<file path="src/rtl/hwce_wl_fetch.sv">
// Weight-load fetch unit: issues strided TCDM word reads under FIFO credit and
// streams the in-order responses to the HWCE datapath as a valid/ready stream.
module hwce_wl_fetch #(
   parameter int ADDR_WIDTH = 32,
   parameter int DATA_WIDTH = 32,
   parameter int CNT_WIDTH  = 16,
   parameter int FIFO_DEPTH = 4
) (
   input  logic                    clk_i,
   input  logic                    rst_i,
   input  logic                    start_i,
   input  logic [ADDR_WIDTH-1:0]   base_addr_i,
   input  logic [CNT_WIDTH-1:0]    nb_words_i,
   input  logic [ADDR_WIDTH-1:0]   stride_i,
   output logic                    busy_o,
   output logic                    done_o,
   output logic                    tcdm_req_o,
   output logic [ADDR_WIDTH-1:0]   tcdm_add_o,
   output logic                    tcdm_wen_o,
   output logic [DATA_WIDTH/8-1:0] tcdm_be_o,
   output logic [DATA_WIDTH-1:0]   tcdm_wdata_o,
   input  logic                    tcdm_gnt_i,
   input  logic                    tcdm_r_valid_i,
   input  logic [DATA_WIDTH-1:0]   tcdm_r_rdata_i,
   output logic                    out_valid_o,
   output logic [DATA_WIDTH-1:0]   out_data_o,
   input  logic                    out_ready_i
);
   localparam int PTR_W = $clog2(FIFO_DEPTH);
   localparam int OCC_W = PTR_W + 2;

   localparam logic [1:0] IDLE  = 2'd0;
   localparam logic [1:0] RUN   = 2'd1;
   localparam logic [1:0] DRAIN = 2'd2;
   localparam logic [1:0] DONE  = 2'd3;

   logic [1:0]            state;
   logic [ADDR_WIDTH-1:0] addr;
   logic [ADDR_WIDTH-1:0] stride;
   logic                  req;
   logic                  done;
   logic [CNT_WIDTH-1:0]  req_left;
   logic [CNT_WIDTH-1:0]  rsp_left;
   logic [CNT_WIDTH-1:0]  req_left_nxt;
   logic [OCC_W-1:0]      outstanding;
   logic [OCC_W-1:0]      occ_nxt;
   logic [PTR_W:0]        wr_ptr;
   logic [PTR_W:0]        rd_ptr;
   logic [PTR_W:0]        fifo_count;
   logic [DATA_WIDTH-1:0] fifo_mem [FIFO_DEPTH];
   logic                  fire;
   logic                  push;
   logic                  pop;
   logic                  credit;

   assign fire       = req & tcdm_gnt_i;
   assign push       = tcdm_r_valid_i & (outstanding != '0);
   assign pop        = out_valid_o & out_ready_i;
   assign fifo_count = wr_ptr - rd_ptr;

   // Occupancy the next cycle will see (buffered + in flight); a push only moves
   // a word from in-flight to buffered, so it does not appear here.
   always_comb begin
      req_left_nxt = req_left - CNT_WIDTH'(fire);
      occ_nxt      = OCC_W'(fifo_count) + outstanding + OCC_W'(fire) - OCC_W'(pop);
      credit       = occ_nxt < OCC_W'(FIFO_DEPTH);
   end

   always_ff @(posedge clk_i or posedge rst_i) begin
      if (rst_i) begin
         state       <= IDLE;
         addr        <= '0;
         stride      <= '0;
         req         <= 1'b0;
         done        <= 1'b0;
         req_left    <= '0;
         rsp_left    <= '0;
         outstanding <= '0;
         wr_ptr      <= '0;
         rd_ptr      <= '0;
      end else begin
         done        <= (state == DONE);
         outstanding <= outstanding + OCC_W'(fire) - OCC_W'(push);
         wr_ptr      <= wr_ptr + {{PTR_W{1'b0}}, push};
         rd_ptr      <= rd_ptr + {{PTR_W{1'b0}}, pop};
         if (push && rsp_left != '0)
            rsp_left <= rsp_left - CNT_WIDTH'(1);
         case (state)
            IDLE: begin
               if (start_i) begin
                  addr     <= base_addr_i;
                  stride   <= stride_i;
                  req_left <= nb_words_i;
                  rsp_left <= nb_words_i;
                  if (nb_words_i == '0) begin
                     state <= DONE;
                  end else begin
                     state <= RUN;
                     req   <= 1'b1;
                  end
               end
            end
            RUN: begin
               if (fire)
                  addr <= addr + stride;
               req_left <= req_left_nxt;
               // An ungranted request keeps req/add frozen until the grant arrives.
               if (!req || tcdm_gnt_i)
                  req <= (req_left_nxt != '0) && credit;
               if (req_left_nxt == '0)
                  state <= DRAIN;
            end
            DRAIN: begin
               if (rsp_left == '0 && fifo_count == '0)
                  state <= DONE;
            end
            default: state <= IDLE;
         endcase
      end
   end

   always_ff @(posedge clk_i) begin
      if (push)
         fifo_mem[wr_ptr[PTR_W-1:0]] <= tcdm_r_rdata_i;
   end

   assign busy_o       = (state == RUN) || (state == DRAIN);
   assign done_o       = done;
   assign tcdm_req_o   = req;
   assign tcdm_add_o   = addr;
   assign tcdm_wen_o   = 1'b1;
   assign tcdm_be_o    = '1;
   assign tcdm_wdata_o = '0;
   assign out_valid_o  = (fifo_count != '0);
   assign out_data_o   = fifo_mem[rd_ptr[PTR_W-1:0]];

   no_orphan_rsp: assert property (@(posedge clk_i) disable iff (rst_i)
      !(tcdm_r_valid_i && outstanding == '0));

endmodule

</file>
<file path="config.mk">
export PLATFORM = sky130hd
export DESIGN_NAME = hwce_wl_fetch
export DESIGN_NICKNAME = d
export VERILOG_FILES = /design/src/rtl/hwce_wl_fetch.sv
export SDC_FILE = /design/constraint.sdc
export NUM_CORES = 1
export LEC_CHECK = 0
export BUFFER_PORTS_ARGS = -buffer_cell sky130_fd_sc_hd__clkbuf_2
export CAP_MARGIN = 20
export CORE_ASPECT_RATIO = 0.8
export CORE_MARGIN = 2
export CORE_UTILIZATION = 45
export CTS_CLUSTER_DIAMETER = 150
export DETAILED_ROUTE_END_ITERATION = 7
export PLACE_DENSITY = 0.67
export SLEW_MARGIN = 20
export SYNTH_ARGS = -nofsm -noshare
export SYNTH_HDL_FRONTEND = slang
export SYNTH_SLANG_ARGS = --single-unit
</file>
<file path="constraint.sdc">
create_clock -name clk_i -period 3.6 [get_ports clk_i]
set_clock_uncertainty 0.05 [all_clocks]
set_input_delay 0 -clock clk_i [delete_from_list [all_inputs] [get_ports clk_i]]
set_output_delay 0 -clock clk_i [all_outputs]
set_load 0.02 [all_outputs]
</file>
==> run metrics <==
Crit Path Category reg2reg; total power 14.82 mW; IO Port Bufs 185; Core Rows 54; final WL 29730 um; Crit. Startpoint wr_ptr[0]; DIE AREA 0.02882 sq mm; clock sink total 238; synth warn 0; Area Overhead vs Synth 26.30%; gr usage total 20.55%; vias in the first global route 9272; Pins Over Slew Limit 0; fin cells 1733; biggest area consumer among synthesized cells edfxtp_1; Post-Syn Area 0.01236 sq mm; hold violation count in the final report 0; global-route wire length before repair 48040 um; area of the multi-input gates 0.005275 sq mm; final instance area 0.01561 sq mm; delay-heaviest family, CP compound AO/OA/AOI/OAI gates; wire per inst 17.16 um; hold wc startpoint start_i; FF+latch area 0.006598 sq mm; initial core utilization 45.51%; worst endpoint required time 3960 ps; Cells after Synth 1056; Max Fclk 0.3056 GHz; Die Ht 152.2 um; clock buffer count from CTS 25; Synth cell types 65; largest net degree at the start of global routing 111; H-tree depth 1; Root Buffer clkbuf_16; grt ovf 0; Synth top area share 31.10%; placed inst area 0.01355 sq mm; antenna viol nets, final 0; Post-synth EDFFs 128; Leak 6.517 nW; vias 9285; crit path max fanout 5; Skew-Pair Late Insertion Delay 540 ps; Die W 189.3 um; top post-synthesis cells by area edfxtp_1, dfrtp_1, mux4_2; Vias per Instance 5.358; DR pass1 iterations 5; I/O Pins 223; Slowest-stage cell, CP fa_1; layout cell share with drive strength beyond 1 23.92%; post_cts resized 0; PwrDens 949.2 mW/mm^2; Min Clock Period, post-route 3273 ps; CTS tree done; worst path arrival time 3640 ps; crit path buf inv count 1; ys async rst share 46.22%; CP startpoint kind flop; Sum Neg Setup Slack 0 ps; status finished clean; RSZ-0062 raised after global routing no; Worst slew margin 44.37%; Seq/Total Area, Yosys 53.37%; Layout Nets 1523; DRC Markers 0; worst hold path type in2reg; max_cap viols 0; reg2reg start wr_ptr[0]; CP Cell Sequence inv_1 -> ha_1 -> fa_1 -> xor2_1 -> xnor2_1 -> nand3_1 -> nand3_1 -> o21ai_0 -> ha_1 -> a21o_1 -> a21oi_1 -> and2_0 -> nand2_1 -> o21ai_0 -> a22oi_1 -> o21ai_0 -> a22o_1; Peak supply drop 0.0005515 V; Fillers 2277; Iter 0 DRT Violations 591; CP max stage delay 380 ps; RD Place Congestion 0.8236; Top FF cell, synth edfxtp_1; final-report setup violation count 0; Placeable Area 0.02716 sq mm; Least-Margin Pin Slew 834.4 ps; Crit path top cell by count o21ai_0; Mapped Avg Cell Area 11.71 sq um; CTS clk-pin slew, worst paths 70 ps; Hold Worst Slack 43.71 ps; #FFs+latches synth 238; Crit. End Element flop; dpl hpwl 19150 um; placed cells 1569; fin crit share 90.91%; initial antenna violation count 2; Max Root-Sink Buffers 3
==> cell usage after synthesis, drive strengths merged, types with 4 or more instances <==
master and instances:
o221ai 10, ha 54, nand4 7, or3 9, xnor2 25, clkbuf 44
and3 16, a21oi 84, a211oi 6, nand3 38, nor2 70, nand2 68
xor2 25, buf 45, nand2b 4, mux2i 17, o21a 8, nor3 14
o21bai 5, mux4 32, dfrtp 110, edfxtp 128, a22o 4, mux2 33
a31oi 8, a21o 14, inv 40, nor4 10, and2 6, nor2b 4
o21ai 75
==> per-stage QoR <==
step	worst slack, ps	util (%)
finish	327.4	57.48
global route	11.22	57.48
CTS	328.8	57.46
detailed placement	363.4	49.90
global placement	486.1	49.90
floorplan	430.7	-
==> flip-flops by register name, indices dropped and copies added, names as in the netlist <==
name         count
done_o           1
fifo_mem       128
outstanding      4
rd_ptr           3
req_left        16
rsp_left        16
state            2
stride          32
tcdm_add_o      32
tcdm_req_o       1
wr_ptr           3
==> layout by cell type, fill, tap and decap left out, types with 25 or more instances in the layout <==
cell	instances
a21oi_1	84
clkbuf_16	25
clkbuf_2	185
conb_1	37
dfrtp_1	109
dlygate4sd3_1	116
edfxtp_1	128
ha_1	53
inv_1	39
mux2_2	33
mux4_2	32
nand2_1	67
nand3_1	38
nor2_1	68
o21ai_0	74
xnor2_1	25
xor2_1	25
==> routing by layer <==
layer,GRT usage (%),vias up,part of all wire (%)
li1,-,4414,-
met3,3.017,55,4.8
met2,33.80,264,47
met1,28.71,4552,46
met4,5.389,0,2.4
met5,0,-,0
==> worst register-to-register path: stages, from the launching register on <==
cell and delay, ps:
dfrtp_1 360, inv_1 70, ha_1 200, fa_1 380, xor2_1 160, xnor2_1 200
nand3_1 180, nand3_1 150, o21ai_0 100, ha_1 280, a21o_1 100, a21oi_1 70
and2_0 170, nand2_1 60, o21ai_0 70, a22oi_1 220, o21ai_0 110, a22o_1 230
==> cells by family (layout without fill, tap and decap cells) <==
family	count (synthesis)	after routing	share of synthesized area (%)
mux	82	82	10.21
simple gates	259	259	10.16
xor+xnor	50	50	3.543
flops	238	238	53.37
buf+inv	129	405	5.102
fa+ha+maj	57	57	5.952
other cells	2	39	0.06076
compound gates	239	239	11.60
==> layout make-up <==
class                           instances  area share, %
Tap cell                              364          2.917
Inverter                               40         0.9778
Clock buffer                           28          4.080
Multi-Input combinational cell        724          33.79
Antenna cell                            2        0.03206
Clock inverter                         18          1.627
Timing Repair Buffer                  319          14.31
Sequential cell                       238          42.26
==> worst paths after layout <==
| path | endpoint | slack, ps | depth (start not counted) |
|---|---|---|---|
| worst min-delay path | req_left[14] | 40 | 4 |
| worst min register to register | req_left[0] | 430 | 2 |
| min in group asynchronous | stride[0] | 110 | 4 |
| worst max register to register | tcdm_req_o | 330 | 17 |
| worst max-delay path | tcdm_req_o | 330 | 17 |
| max in group asynchronous | stride[4] | 2900 | 4 |
==> report_power, final <==
| part | internal [mW] | switching, mW | total (mW) |
|---|---|---|---|
| sequential | 3.85 | 0.623 | 4.47 |
| clock | 1.66 | 1.13 | 2.79 |
| combinational | 3.13 | 4.43 | 7.55 |
==> repair_timing <==
item / CTS / global route
hold endpoints to repair: 338 / 0
setup buffers: 0 / 0
hold buffers: 116 / 0
Power figures use the tool's default switching activity.
